[src/rtl/dpram_pkg.sv]
// Shared definitions for the byte-enabled synchronous dual-port RAM:
// controller states, byte-lane count derivation and lane parity.
package dpram_pkg;

  typedef enum logic {
    ST_INIT = 1'b0,
    ST_RUN  = 1'b1
  } dpram_state_e;

  function automatic int be_w(input int data_size);
    return data_size / 8;
  endfunction

  // Even parity: the stored bit makes the total number of ones in the lane even.
  function automatic logic lane_par(input logic [7:0] lane);
    return ^lane;
  endfunction

endpackage

[src/rtl/dpram_sync_be_if.sv]
// Write/read port bundle for dpram_sync_be. The parity error-injection input
// and the parity error output exist only when DPRAM_SYNC_BE_PARITY_EN is defined.
interface dpram_sync_be_if #(
  parameter int ADDR_SIZE = 4,
  parameter int DATA_SIZE = 16
) ();
  import dpram_pkg::*;

  localparam int BE_W = be_w(DATA_SIZE);

  logic                 wr_en;
  logic [ADDR_SIZE-1:0] wr_addr;
  logic [DATA_SIZE-1:0] wr_data;
  logic [BE_W-1:0]      wr_be;
  logic                 rd_en;
  logic [ADDR_SIZE-1:0] rd_addr;
  logic [DATA_SIZE-1:0] rd_data;
  logic                 rd_valid;
  logic                 init_busy;
`ifdef DPRAM_SYNC_BE_PARITY_EN
  logic                 wr_par_flip;
  logic                 parity_err;

  modport master (
    output wr_en, wr_addr, wr_data, wr_be, rd_en, rd_addr, wr_par_flip,
    input  rd_data, rd_valid, init_busy, parity_err
  );
  modport slave (
    input  wr_en, wr_addr, wr_data, wr_be, rd_en, rd_addr, wr_par_flip,
    output rd_data, rd_valid, init_busy, parity_err
  );
`else
  modport master (
    output wr_en, wr_addr, wr_data, wr_be, rd_en, rd_addr,
    input  rd_data, rd_valid, init_busy
  );
  modport slave (
    input  wr_en, wr_addr, wr_data, wr_be, rd_en, rd_addr,
    output rd_data, rd_valid, init_busy
  );
`endif

endinterface

[src/rtl/dpram_rd_pipe.sv]
// Valid/data delay line of LATENCY stages. Data registers only load on valid,
// so the last stage holds the most recent result between reads.
module dpram_rd_pipe #(
  parameter int WIDTH   = 16,
  parameter int LATENCY = 1
) (
  input  logic             clk,
  input  logic             reset,
  input  logic             vld_i,
  input  logic [WIDTH-1:0] data_i,
  output logic             vld_o,
  output logic [WIDTH-1:0] data_o
);

  logic [LATENCY-1:0]            vld_q;
  logic [LATENCY-1:0][WIDTH-1:0] data_q;

  always_ff @(posedge clk or negedge reset) begin
    if (!reset) begin
      vld_q  <= '0;
      data_q <= '0;
    end else begin
      vld_q[0] <= vld_i;
      if (vld_i) data_q[0] <= data_i;
      for (int k = 1; k < LATENCY; k++) begin
        vld_q[k] <= vld_q[k-1];
        if (vld_q[k-1]) data_q[k] <= data_q[k-1];
      end
    end
  end

  assign vld_o  = vld_q[LATENCY-1];
  assign data_o = data_q[LATENCY-1];

endmodule

[src/rtl/dpram_sync_be.sv]
// Synchronous dual-port RAM with byte-lane writes, 1/2-cycle read latency,
// selectable collision mode and a post-reset clearing sequencer.
// Optional per-lane parity: define DPRAM_SYNC_BE_PARITY_EN.
module dpram_sync_be
  import dpram_pkg::*;
#(
  parameter int ADDR_SIZE    = 4,
  parameter int DATA_SIZE    = 16,
  parameter int READ_LATENCY = 1,
  parameter int WRITE_FIRST  = 1
) (
  input  logic           clk,
  input  logic           reset,
  dpram_sync_be_if.slave bus
);

  localparam int DEPTH = 2 ** ADDR_SIZE;
  localparam int BE_W  = be_w(DATA_SIZE);
`ifdef DPRAM_SYNC_BE_PARITY_EN
  localparam int PIPE_W = DATA_SIZE + 1;
`else
  localparam int PIPE_W = DATA_SIZE;
`endif

  dpram_state_e         state_q;
  logic [ADDR_SIZE-1:0] init_cnt_q;
  logic                 init_busy_q;
  logic [DATA_SIZE-1:0] mem_q [DEPTH];
  logic                 wr_fire, rd_fire, collide;
  logic [DATA_SIZE-1:0] rd_word_d;
  logic [PIPE_W-1:0]    pipe_in, pipe_out;
  logic                 pipe_vld;

  always_ff @(posedge clk or negedge reset) begin
    if (!reset) begin
      state_q     <= ST_INIT;
      init_cnt_q  <= '0;
      init_busy_q <= 1'b1;
    end else begin
      case (state_q)
        ST_INIT: begin
          if (&init_cnt_q) begin
            state_q     <= ST_RUN;
            init_busy_q <= 1'b0;
          end else begin
            init_cnt_q <= init_cnt_q + ADDR_SIZE'(1);
          end
        end
        default: state_q <= ST_RUN;
      endcase
    end
  end

  assign wr_fire = (state_q == ST_RUN) && bus.wr_en;
  assign rd_fire = (state_q == ST_RUN) && bus.rd_en;
  assign collide = wr_fire && (bus.wr_addr == bus.rd_addr) && (WRITE_FIRST != 0);

  // Storage has no reset; the sequencer clears it one word per cycle instead.
  always_ff @(posedge clk) begin
    if (state_q == ST_INIT) begin
      mem_q[init_cnt_q] <= '0;
    end else if (wr_fire) begin
      for (int i = 0; i < BE_W; i++)
        if (bus.wr_be[i]) mem_q[bus.wr_addr][8*i +: 8] <= bus.wr_data[8*i +: 8];
    end
  end

  always_comb begin
    rd_word_d = mem_q[bus.rd_addr];
    if (collide)
      for (int i = 0; i < BE_W; i++)
        if (bus.wr_be[i]) rd_word_d[8*i +: 8] = bus.wr_data[8*i +: 8];
  end

`ifdef DPRAM_SYNC_BE_PARITY_EN
  logic [BE_W-1:0] par_q [DEPTH];
  logic [BE_W-1:0] rd_par_d;
  logic            rd_err_d;

  always_ff @(posedge clk) begin
    if (state_q == ST_INIT) begin
      par_q[init_cnt_q] <= '0;
    end else if (wr_fire) begin
      for (int i = 0; i < BE_W; i++)
        if (bus.wr_be[i])
          par_q[bus.wr_addr][i] <= lane_par(bus.wr_data[8*i +: 8]) ^ bus.wr_par_flip;
    end
  end

  // Parity is checked on exactly the word returned, merged lanes included.
  always_comb begin
    rd_par_d = par_q[bus.rd_addr];
    if (collide)
      for (int i = 0; i < BE_W; i++)
        if (bus.wr_be[i]) rd_par_d[i] = lane_par(bus.wr_data[8*i +: 8]) ^ bus.wr_par_flip;
    rd_err_d = 1'b0;
    for (int i = 0; i < BE_W; i++)
      rd_err_d = rd_err_d | (lane_par(rd_word_d[8*i +: 8]) ^ rd_par_d[i]);
  end

  assign pipe_in        = {rd_err_d, rd_word_d};
  assign bus.parity_err = pipe_vld & pipe_out[DATA_SIZE];
`else
  assign pipe_in = rd_word_d;
`endif

  dpram_rd_pipe #(
    .WIDTH   (PIPE_W),
    .LATENCY (READ_LATENCY)
  ) u_rd_pipe (
    .clk    (clk),
    .reset  (reset),
    .vld_i  (rd_fire),
    .data_i (pipe_in),
    .vld_o  (pipe_vld),
    .data_o (pipe_out)
  );

  assign bus.rd_valid  = pipe_vld;
  assign bus.rd_data   = pipe_out[DATA_SIZE-1:0];
  assign bus.init_busy = init_busy_q;

endmodule

[src/flat_wrapper.sv]
// flat-port wrapper written by rule: the top's interface ports become plain ports
module dpram_sync_be_flat import dpram_pkg::*;
#(
  parameter int ADDR_SIZE    = 4,
  parameter int DATA_SIZE    = 16,
  parameter int READ_LATENCY = 1,
  parameter int WRITE_FIRST  = 1
)
  (clk, reset, bus_wr_en, bus_wr_addr, bus_wr_data, bus_wr_be, bus_rd_en, bus_rd_addr, bus_rd_data, bus_rd_valid, bus_init_busy);
  dpram_sync_be_if #(.ADDR_SIZE(ADDR_SIZE), .DATA_SIZE(DATA_SIZE)) bus_i ();
  input  logic clk;
  input  logic reset;
  input wire logic [$bits(bus_i.wr_en)-1:0] bus_wr_en;
  input wire logic [$bits(bus_i.wr_addr)-1:0] bus_wr_addr;
  input wire logic [$bits(bus_i.wr_data)-1:0] bus_wr_data;
  input wire logic [$bits(bus_i.wr_be)-1:0] bus_wr_be;
  input wire logic [$bits(bus_i.rd_en)-1:0] bus_rd_en;
  input wire logic [$bits(bus_i.rd_addr)-1:0] bus_rd_addr;
  output wire logic [$bits(bus_i.rd_data)-1:0] bus_rd_data;
  output wire logic [$bits(bus_i.rd_valid)-1:0] bus_rd_valid;
  output wire logic [$bits(bus_i.init_busy)-1:0] bus_init_busy;
  assign bus_i.wr_en = bus_wr_en;
  assign bus_i.wr_addr = bus_wr_addr;
  assign bus_i.wr_data = bus_wr_data;
  assign bus_i.wr_be = bus_wr_be;
  assign bus_i.rd_en = bus_rd_en;
  assign bus_i.rd_addr = bus_rd_addr;
  assign bus_rd_data = bus_i.rd_data;
  assign bus_rd_valid = bus_i.rd_valid;
  assign bus_init_busy = bus_i.init_busy;
  dpram_sync_be #(.ADDR_SIZE(ADDR_SIZE), .DATA_SIZE(DATA_SIZE), .READ_LATENCY(READ_LATENCY), .WRITE_FIRST(WRITE_FIRST)) u_core (.clk(clk), .reset(reset), .bus(bus_i));
endmodule
[config.mk]
export PLATFORM = sky130hd
export DESIGN_NAME = dpram_sync_be_flat
export DESIGN_NICKNAME = d
export VERILOG_FILES = /design/src/rtl/dpram_pkg.sv /design/src/rtl/dpram_sync_be_if.sv /design/src/rtl/dpram_rd_pipe.sv /design/src/rtl/dpram_sync_be.sv /design/src/flat_wrapper.sv
export SDC_FILE = /design/constraint.sdc
export NUM_CORES = 1
export LEC_CHECK = 0
export CAP_MARGIN = 20
export CORE_MARGIN = 2
export CORE_UTILIZATION = 50
export DETAILED_ROUTE_END_ITERATION = 6
export GPL_TIMING_DRIVEN = 0
export PLACE_DENSITY = 0.68
export SLEW_MARGIN = 30
export SYNTH_ARGS = -nofsm -noshare
export SYNTH_HDL_FRONTEND = slang
export SYNTH_HIERARCHICAL = 1
export SYNTH_SLANG_ARGS = --single-unit
[constraint.sdc]
create_clock -name clk -period 5.1 [get_ports clk]
set_input_delay 1.02 -clock clk [delete_from_list [all_inputs] [get_ports clk]]
set_output_delay 1.02 -clock clk [all_outputs]
set_load 0.01 [all_outputs]
### Yosys cells after proc, flatten, opt, wreduce, memory -nomap -nowiden

Memories as Yosys holds them, arrays and structs flattened.
Cells that the tools add are included.

| operators by class | value |
|---|---|
| $add $sub $neg | 1 |
| equality and inequality tests | 1 |
| muxes and demuxes | 17 |
| bitwise gates (word level) | 2 |
| reductions and logical operators | 7 |

Operators by type and width:

| kind | number |
|---|---|
| $mux W16 | 2 |
| $mux W8 | 2 |
| $reduce_or A16 Y1 | 1 |
| $mux W1 | 11 |
| $reduce_and A5 Y1 | 1 |
| $add A4 B1 Y4 const B | 1 |
| $eq A4 B4 Y1 | 1 |
| $mux W4 | 1 |
| $reduce_and A4 Y1 | 1 |
| $logic_and A1 B1 Y1 | 3 |
| $mux W2 | 1 |
| $not A1 Y1 | 2 |
| $reduce_and A2 Y1 | 1 |

| storage, ports and cells | value |
|---|---|
| register bits after elaboration | 23 |
| bits in writable memories | 256 |
| input bits | 30 |
| output and inout bits | 18 |
| word-level logic and storage cells | 34 |
| memories kept | 1 |

Memories:

| memory | depth | width | read ports | clocked after memory_dff | wr ports | line | RTL |
|---|---|---|---|---|---|---|---|
| u_core.mem_q | 16 | 16 | 1 | 0 | 1 | dpram_sync_be.sv:28 | `logic [DATA_SIZE-1:0] mem_q [DEPTH];` |

### Logic depth before layout (Yosys ltp)

Gate-level depths: netlist of the first run.

| depth | value |
|---|---|
| depth after elaboration | 6 |
| depth in mapped cells | 8 |
| gate-level depth less buffers | 5 |

### Cells and area by module

Netlist of the first run, hierarchy kept.

By module, submodules not included:

| module | times used | cells an instance | area an instance (µm²) | seq. area each (µm²) |
|---|---|---|---|---|
| dpram_sync_be | 1 | 560 | 10759.1 | 7838.8 |
| dpram_rd_pipe | 1 | 35 | 674.4 | 425.4 |

### Least setup slack after synthesis of the first run

Ideal clock, no wire load.

| path | value |
|---|---|
| kind | input to register |
| from | in bus_rd_addr[2] |
| to | reg u_core.u_rd_pipe.data_q, in the netlist u_core/u_rd_pipe/data_o[14] |
| setup time | 0.125 ns |
| arrival time | 2.588 ns |
| required time | 4.975 ns |
| setup slack | 2.387 ns |
| stages on the path | 7 |
| path buffers | 2 |
| cells stage by stage | buf_2 -> clkbuf_1 -> mux4_2 -> a22oi_1 -> nand3_1 -> mux2_2 -> mux2_4 |

| between the ends | value |
|---|---|
| word-level cells in the longest chain between the ends | 3 |
| elaborated cells between the ends (all ways) | 5 |
| those cells by class | 1 x eq/ne; 2 x mux; 1 x reduce/logical; 1 x memory |

RTL lines:

| element | line | RTL |
|---|---|---|
| from (decl) | flat_wrapper.sv:18 | `input wire logic [$bits(bus_i.rd_addr)-1:0] bus_rd_addr;` |
| $mem_v2 Z16 W16 / $eq A4 B4 Y1 (equally long branches) | n/a |  |
| $mux W8 / $logic_and A1 B1 Y1 (equally long branches) | dpram_sync_be.sv:72, dpram_sync_be.sv:56 |  |
| $mux W16 (*) | dpram_sync_be.sv:70 | `if (collide)` |
| net u_core.pipe_in[14] | dpram_sync_be.sv:31 | `logic [PIPE_W-1:0] pipe_in, pipe_out;` |
| to (signal, indexed assignment) | dpram_rd_pipe.sv:27 | `if (vld_q[k-1]) data_q[k] <= data_q[k-1];` |
| to (decl) | dpram_rd_pipe.sv:16 | `logic [LATENCY-1:0][WIDTH-1:0] data_q;` |

The timed path passes the listed nets; every way through them passes the cells marked *.
A chain may end at the register's enable or synchronous reset.

### Final worst setup path of the first run

| path | value |
|---|---|
| from | in bus_wr_en |
| to | mem u_core.mem_q[5][11] (enable) |

| between the ends | value |
|---|---|
| word-level cells in the longest chain between the ends | 6 |
| elaborated cells between the ends (all ways) | 10 |
| those cells by class | 8 x mux; 2 x reduce/logical |

RTL lines:

| element | line | RTL |
|---|---|---|
| from (decl) | flat_wrapper.sv:13 | `input wire logic [$bits(bus_i.wr_en)-1:0] bus_wr_en;` |
| $logic_and A1 B1 Y1 (*) | dpram_sync_be.sv:54 | `assign wr_fire = (state_q == ST_RUN) && bus.wr_en;` |
| $mux W1 | dpram_sync_be.sv:62 | `end else if (wr_fire) begin` |
| $mux W1 | dpram_sync_be.sv:60 | `if (state_q == ST_INIT) begin` |
| $mux W1 (implied by the code) | dpram_sync_be.sv:64 | `if (bus.wr_be[i]) mem_q[bus.wr_addr][8*i +: 8] <= bus.wr_data[8*i +: 8];` |
| $reduce_or A16 Y1 (no line) | n/a |  |
| $mux W4 (no line) / $mux W2 (equally long branches) | n/a |  |
| to (decl) | dpram_sync_be.sv:28 |  |

Every way passes the cells marked *; elsewhere a longest branch is shown, timed or not.

==> results of run 1 <==
sequential cells by signal, summed over array words and instances, names as in the netlist:
register,count
u_core/bus.init_busy,1
u_core/init_cnt_q,4
u_core/mem_q,256
u_core/state_q,1
u_core/u_rd_pipe/data_o,16
u_core/u_rd_pipe/vld_o,1
path summary, 6_finish.rpt:
check                           slack, ps                        startpoint  cells past startpoint                                       to
worst max-delay path                 1810                         bus_wr_en                      7            u_core/mem_q[5][11]$_DFFE_PP_
max in group asynchronous            4230                             reset                      1         u_core/bus.init_busy$_DFFE_PN1P_
min in group asynchronous             490                             reset                      1  u_core/u_rd_pipe/data_o[10]$_DFFE_PN0P_
worst max register to register       2470          u_core/state_q$_DFF_PN0_                      6            u_core/mem_q[5][11]$_DFFE_PP_
worst min-delay path                  460  u_core/bus.init_busy$_DFFE_PN1P_                      1         u_core/bus.init_busy$_DFFE_PN1P_
worst min register to register        460  u_core/bus.init_busy$_DFFE_PN1P_                      1         u_core/bus.init_busy$_DFFE_PN1P_
cell usage in the layout (no fill, tap or decap), drive strengths merged, types with 2 or more instances in the layout:
cell           Yosys  routed
edfxtp           256     256
mux4              50      50
mux2i             48      48
clkdlybuf4s50      0      44
nor2              38      38
clkbuf             5      36
mux2              35      35
buf               27      28
nor2b             24      24
dfrtp             22      22
and2              17      17
a221o             14      14
o22ai             14      14
clkinv             0      12
nand2             10      10
a21o               6       6
bufinv             0       4
nand3              4       4
xor2               4       4
and3               3       3
nand2b             3       3
a22oi              2       2
xnor2              2       2
inv                2       2
where the power goes:
group / leakage [nW] / internal, mW / switching, mW
sequential: 2.98 / 2.53 / 0.0116
combinational: 1.43 / 0.155 / 0.183
clock: 0.432 / 1.17 / 0.795
total: 4.84 / 3.85 / 0.989
metrics by stage:
stage                     total power, mW  setup WS (ps)  std cells   util  cell area (µm²)
after floorplan                      2.78           2390        595      -            11400
after global placement               2.91           1310        925  0.542            12200
after detailed placement             2.92           1240        925  0.542            12200
after CTS                            4.88           1790        973  0.581            13100
after global routing                 4.98           1720        973  0.581            13100
final                                4.84           1810        973  0.581            13100
per-layer routing:
layer  global-route usage  vias up  part of all wire
li1                     -     2525                 -
met1                0.299     3028              0.41
met2                0.353      246              0.49
met3               0.0273       62             0.061
met4               0.0765        0             0.040
met5                    0        -                 0
layout make-up:
type	instances	area, µm²	share of cell area
sequential	279	8260	0.630
multi-input combinational	282	2940	0.224
clock buffer	31	691	0.0527
timing repair buffer	45	445	0.0340
tap	285	357	0.0272
buffer	32	226	0.0173
clock inverter	17	183	0.0139
inverter	2	7.51	0.000572
cells by family (layout without fill, tap and decap cells):
family	after synthesis	in the layout	share of synthesized area
xor gates and xnor gates	6	6	0.00460
muxes	133	133	0.178
AOI/OAI and AO/OA	40	40	0.0277
and+or+nand+nor	102	102	0.0451
buffers and inverters	34	127	0.0205
DFF	279	279	0.723
adders and majority gates	1	1	0.00109
==> summary.md, run 1 <==
| Metric | Value |
|---|---|
| Die width | `155 µm` |
| GRT overflow | `0` |
| Hold slack | `roughly 460 ps` |
| Routed vias/inst | `approximately 6` |
| Routability congestion estimate | `roughly 0.83` |
| Crit path time final | `~3300 ps` |
| Post-CTS Setup Repair Bufs | `0` |
| Worst path top cell family by delay | `buffers and inverters` |
| # port buffers | `45` |
| Main synth FF type | `edfxtp_1` |
| Avg Inst Size Synth | `19.2 µm²` |
| Leakage | `between 4 and 5 nW` |
| CP max stage cell | `nor2_1` |
| Critical-path cell list | `clkdlybuf4s50_1, o211a_1, buf_2, buf_2, mux2i_1, a21o_1, nor2_1` |
| Hold_buf cts | `0` |
| Final wirelength | `approximately 26 mm` |
| Slowest Stage Delay on Critical Path | `740 ps` |
| Highest fanout seen on the critical path | `10` |
| Fin Clk Skew | `7.35 ps` |
| Fill cell count | `1645` |
| Cell with the most instances after synthesis | `edfxtp_1` |
| DRC Markers | `0` |
| Final setup violation count | `0` |
| Register area share after synthesis | `0.723` |
| Site Rows | `55` |
| Gate Count Post-Synth | `roughly 600` |
| Cell area after synthesis | `between 10000 and 15000 µm²` |
| Crit path DAT | `3430 ps` |
| Reg clk slew, reported paths | `about 60 ps` |
| WL per Instance | `between 20 and 30 µm` |
| Post-synth top cells | `256 x edfxtp_1, 50 x mux4_2, 48 x mux2i_1, 37 x nor2_1` |
| Nets | `700` |
| Peak VDD IR | `around 300 µV` |
| TritonCTS Buffers | `27` |
| N_diodes | `0` |
| Unrepaired setup endpoints after global routing | `no` |
| Peak Freq | `0.304 GHz` |
| Routed vias | `5861` |
| Initial Util | `0.507` |
| Top post-synthesis cells by area | `edfxtp_1 67%, mux4_2 9.8%, dfrtp_1 4.8%` |
| First-pass GRT wire length | `~37 mm` |
| Pins Over Slew Limit | `0` |
| Kind of critical path | `primary input to flop` |
| DRT iter0 DRCs | `~580` |
| 1st-pass router iterations | `5` |
| Tcrit/Tclk final | `0.645` |
| Status | `finished, final reports clean` |
| Synth area leader | `edfxtp_1` |
| Area share of the largest cell type after synthesis | `0.672` |
| Worst EP required | `5240 ps` |
| Core area | `about 23000 µm²` |
| Power per cell area | `between 300 and 400 nW/µm²` |
| H-Tree Depth | `1` |
| Largest net degree at the start of global routing | `24` |
| Final Hold Fails | `0` |
| Die Area | `between 20000 and 25000 µm²` |
| CP most frequent cell | `buf_2` |
| Detailed placer's ending HPWL | `roughly 17 mm` |
| Later-pin clock latency in the skew report | `~520 ps` |
| Via count of the first global-routing pass | `around 5900` |
| Synth-to-Final Area Change | `14.7%` |
| Yosys reg bits | `between 200 and 300` |
| I/O pin cnt | `48` |
| Share of layout cells above drive strength 1 | `0.227` |
| Warnings, synthesis | `6` |
| Total track usage | `0.214` |
| Die Ht | `around 160 µm` |
| Post-synth EDFFs | `256` |
| Mapped Nets | `626` |
| Min-delay worst type | `flop to flop` |
| Routed Antenna Nets | `0` |
| CP endpoint kind | `flop` |
| Worst slew pin tran | `slightly below 1000 ps` |
| Post-CTS Resized | `0` |
| Final TNS setup | `0 ps` |
| Worst setup SP type | `primary input` |
| CTS tree | `built` |
| Worst Path Buf+Inv | `3` |
| Initial antenna violation count | `0` |
| Root Buffer | `clkbuf_16` |
| Relative slew slack | `0.346` |
| Max Root-Sink Buffers | `3` |
| CTS Sinks | `about 280` |
| FFs w/ async S/R, synth | `0.0824` |
| Max cap viols | `0` |
| Distinct cells, synth | `36` |
(Power assumes the default switching activity.)
==> run 2: changes to the inputs <==
--- a/config.mk
+++ b/config.mk
@@ -10,7 +10,7 @@
 export CORE_UTILIZATION = 50
 export DETAILED_ROUTE_END_ITERATION = 6
 export GPL_TIMING_DRIVEN = 0
-export PLACE_DENSITY = 0.68
+export PLACE_DENSITY = 0.7
 export SLEW_MARGIN = 30
 export SYNTH_ARGS = -nofsm -noshare
 export SYNTH_HDL_FRONTEND = slang
==> constraint.sdc (replaced) <==
create_clock -name clk -period 2.95 [get_ports clk]
set_input_delay 0.59 -clock clk [delete_from_list [all_inputs] [get_ports clk]]
set_output_delay 0.59 -clock clk [all_outputs]
set_load 0.01 [all_outputs]
==> summary.md, run 2 (synthesized netlist as in run 1, its figures left out) <==
| Metric | Value |
|---|---|
| Status | `finished, final reports clean` |
| # port buffers | `45` |
| Max reg flops | `roughly 260` |
| Peak Freq | `0.350 GHz` |
| Detailed placer's ending HPWL | `17.0 mm` |
| GRT overflow | `0` |
| Tcrit/Tclk final | `0.969` |
| TritonCTS Buffers | `27` |
| Most flops, register | `u_core/mem_q` |
| Total track usage | `0.214` |
| N_diodes | `0` |
| Initial Util | `0.507` |
| Final wirelength | `roughly 25 mm` |
| Max Root-Sink Buffers | `3` |
| Die Ht | `155 µm` |
| Max cap viols | `0` |
| First-pass GRT wire length | `roughly 38 mm` |
| Via count of the first global-routing pass | `approximately 6100` |
| CP endpoint kind | `flop` |
| Share of layout cells above drive strength 1 | `0.222` |
| 1st-pass router iterations | `5` |
| Routed vias | `5883` |
| CTS tree | `built` |
| Met1 Use GR | `0.284` |
| Initial antenna violation count | `0` |
| Unrepaired setup endpoints after global routing | `no` |
| Reg clk slew, reported paths | `roughly 60 ps` |
| DRT iter0 DRCs | `roughly 530` |
| Fin Clk Skew | `6.97 ps` |
| Routed vias/inst | `between 6 and 7` |
| Die width | `approximately 160 µm` |
| Core area | `between 20000 and 25000 µm²` |
| Crit path DAT | `3010 ps` |
| Place WS | `-535 ps` |
| Final Hold Fails | `0` |
| Final setup violation count | `0` |
| Leakage | `4.79 nW` |
| Synth-to-Final Area Change | `13.9%` |
| Crit path time final | `approximately 2900 ps` |
| Die Area | `between 20000 and 25000 µm²` |
| Most common cell after layout, fill and taps aside | `edfxtp_1` |
| Largest net degree at the start of global routing | `24` |
| Highest fanout seen on the critical path | `10` |
| Hold_buf cts | `0` |
| Fin area | `~13000 µm²` |
| Peak VDD IR | `around 560 µV` |
| Busiest grt layer | `met2` |
| Kind of critical path | `primary input to flop` |
| Most frequent cells in the layout | `256 x edfxtp_1, 50 x mux4_2, 48 x mux2i_1` |
| Relative slew slack | `0.349` |
| Post-DP Area | `about 12000 µm²` |
| Routed Antenna Nets | `0` |
| Routability congestion estimate | `approximately 0.86` |
| Site Rows | `55` |
| Pwr Total | `around 8 mW` |
| Met2 usage | `0.365` |
| Root Buffer | `clkbuf_16` |
| Pins Over Slew Limit | `0` |
| Min-delay worst type | `primary input to async pin` |
| Power per cell area | `617 nW/µm²` |
| WL per Instance | `approximately 26 µm` |
| Worst setup SP type | `primary input` |
| CTS Sinks | `279` |
| GR Util met3 | `0.0323` |
| Worst slew pin tran | `between 900 and 1000 ps` |
| I/O pin cnt | `48` |
| Worst EP required | `3100 ps` |
| H-Tree Depth | `1` |
| PnR worst setup slack | `approximately 90 ps` |
| Later-pin clock latency in the skew report | `530 ps` |
| Nets | `700` |
| DRC Markers | `0` |
[run 2: cell types whose count changed in the layout (fill, tap and decap cells not counted)]
cell	previous run	this run
bufinv_16	4	0
clkbuf_1	9	10
clkinv_1	4	7
clkinv_2	8	7
clkinvlp_4	1	2
inv_6	0	1
[run 2: cell type report]
type,count,area [µm²]
Buffer,32,226
Clock buffer,32,694
Clock inverter,17,85.1
Fill cell,1656,9550
Inverter,2,7.51
Multi-Input combinational cell,282,2940
Sequential cell,279,8260
Tap cell,285,357
Timing Repair Buffer,45,445
[run 2: stage by stage]
stage | TNS [ps] | hold slack, ps | std cells | utilization
3_5_place_dp | -94090 | 460 | 925 | 0.542
2_1_floorplan | 0 | 294 | 595 | -
4_1_cts | 0 | 469 | 974 | 0.577
5_1_grt | 0 | 84.3 | 974 | 0.577
6_report | 0 | 37.8 | 974 | 0.577
3_3_place_gp | -65440 | 459 | 925 | 0.542
[run 2: repair_timing]
item	in CTS	in global routing
resized for setup	0	1
setup buffers	0	0
endpoints found under the setup margin	0	8
[run 2: per-layer routing]
layer | share of wire | up-vias
met1 | 0.40 | 3056
met3 | 0.061 | 50
met5 | 0 | -
li1 | - | 2542
met2 | 0.50 | 235
met4 | 0.035 | 0
[run 2: path summary, 6_finish.rpt]
kind	start	to	slack, ps	cells past startpoint
min in group clk	u_core/bus.init_busy$_DFFE_PN1P_	u_core/bus.init_busy$_DFFE_PN1P_	470	1
setup reg to reg	u_core/state_q$_DFF_PN0_	u_core/mem_q[5][12]$_DFFE_PP_	330	6
setup / recovery	bus_wr_en	u_core/mem_q[5][12]$_DFFE_PP_	90	7
hold reg to reg	u_core/bus.init_busy$_DFFE_PN1P_	u_core/bus.init_busy$_DFFE_PN1P_	470	1
max in group asynchronous	reset	u_core/bus.init_busy$_DFFE_PN1P_	2540	1
hold / removal	reset	u_core/u_rd_pipe/data_o[12]$_DFFE_PN0P_	40	1
[run 2: worst max-delay path, stage by stage]
cell             delay, ps
clkdlybuf4s50_1        530
o211a_1                160
buf_2                  200
buf_2                  290
mux2i_1                230
a21o_1                 270
nor2_1                 740
[run 2: where the power goes]
part	internal [mW]	switching, mW
Combinational	0.268	0.315
Clock	1.68	1.38
Sequential	4.37	0.0200
Total	6.31	1.72
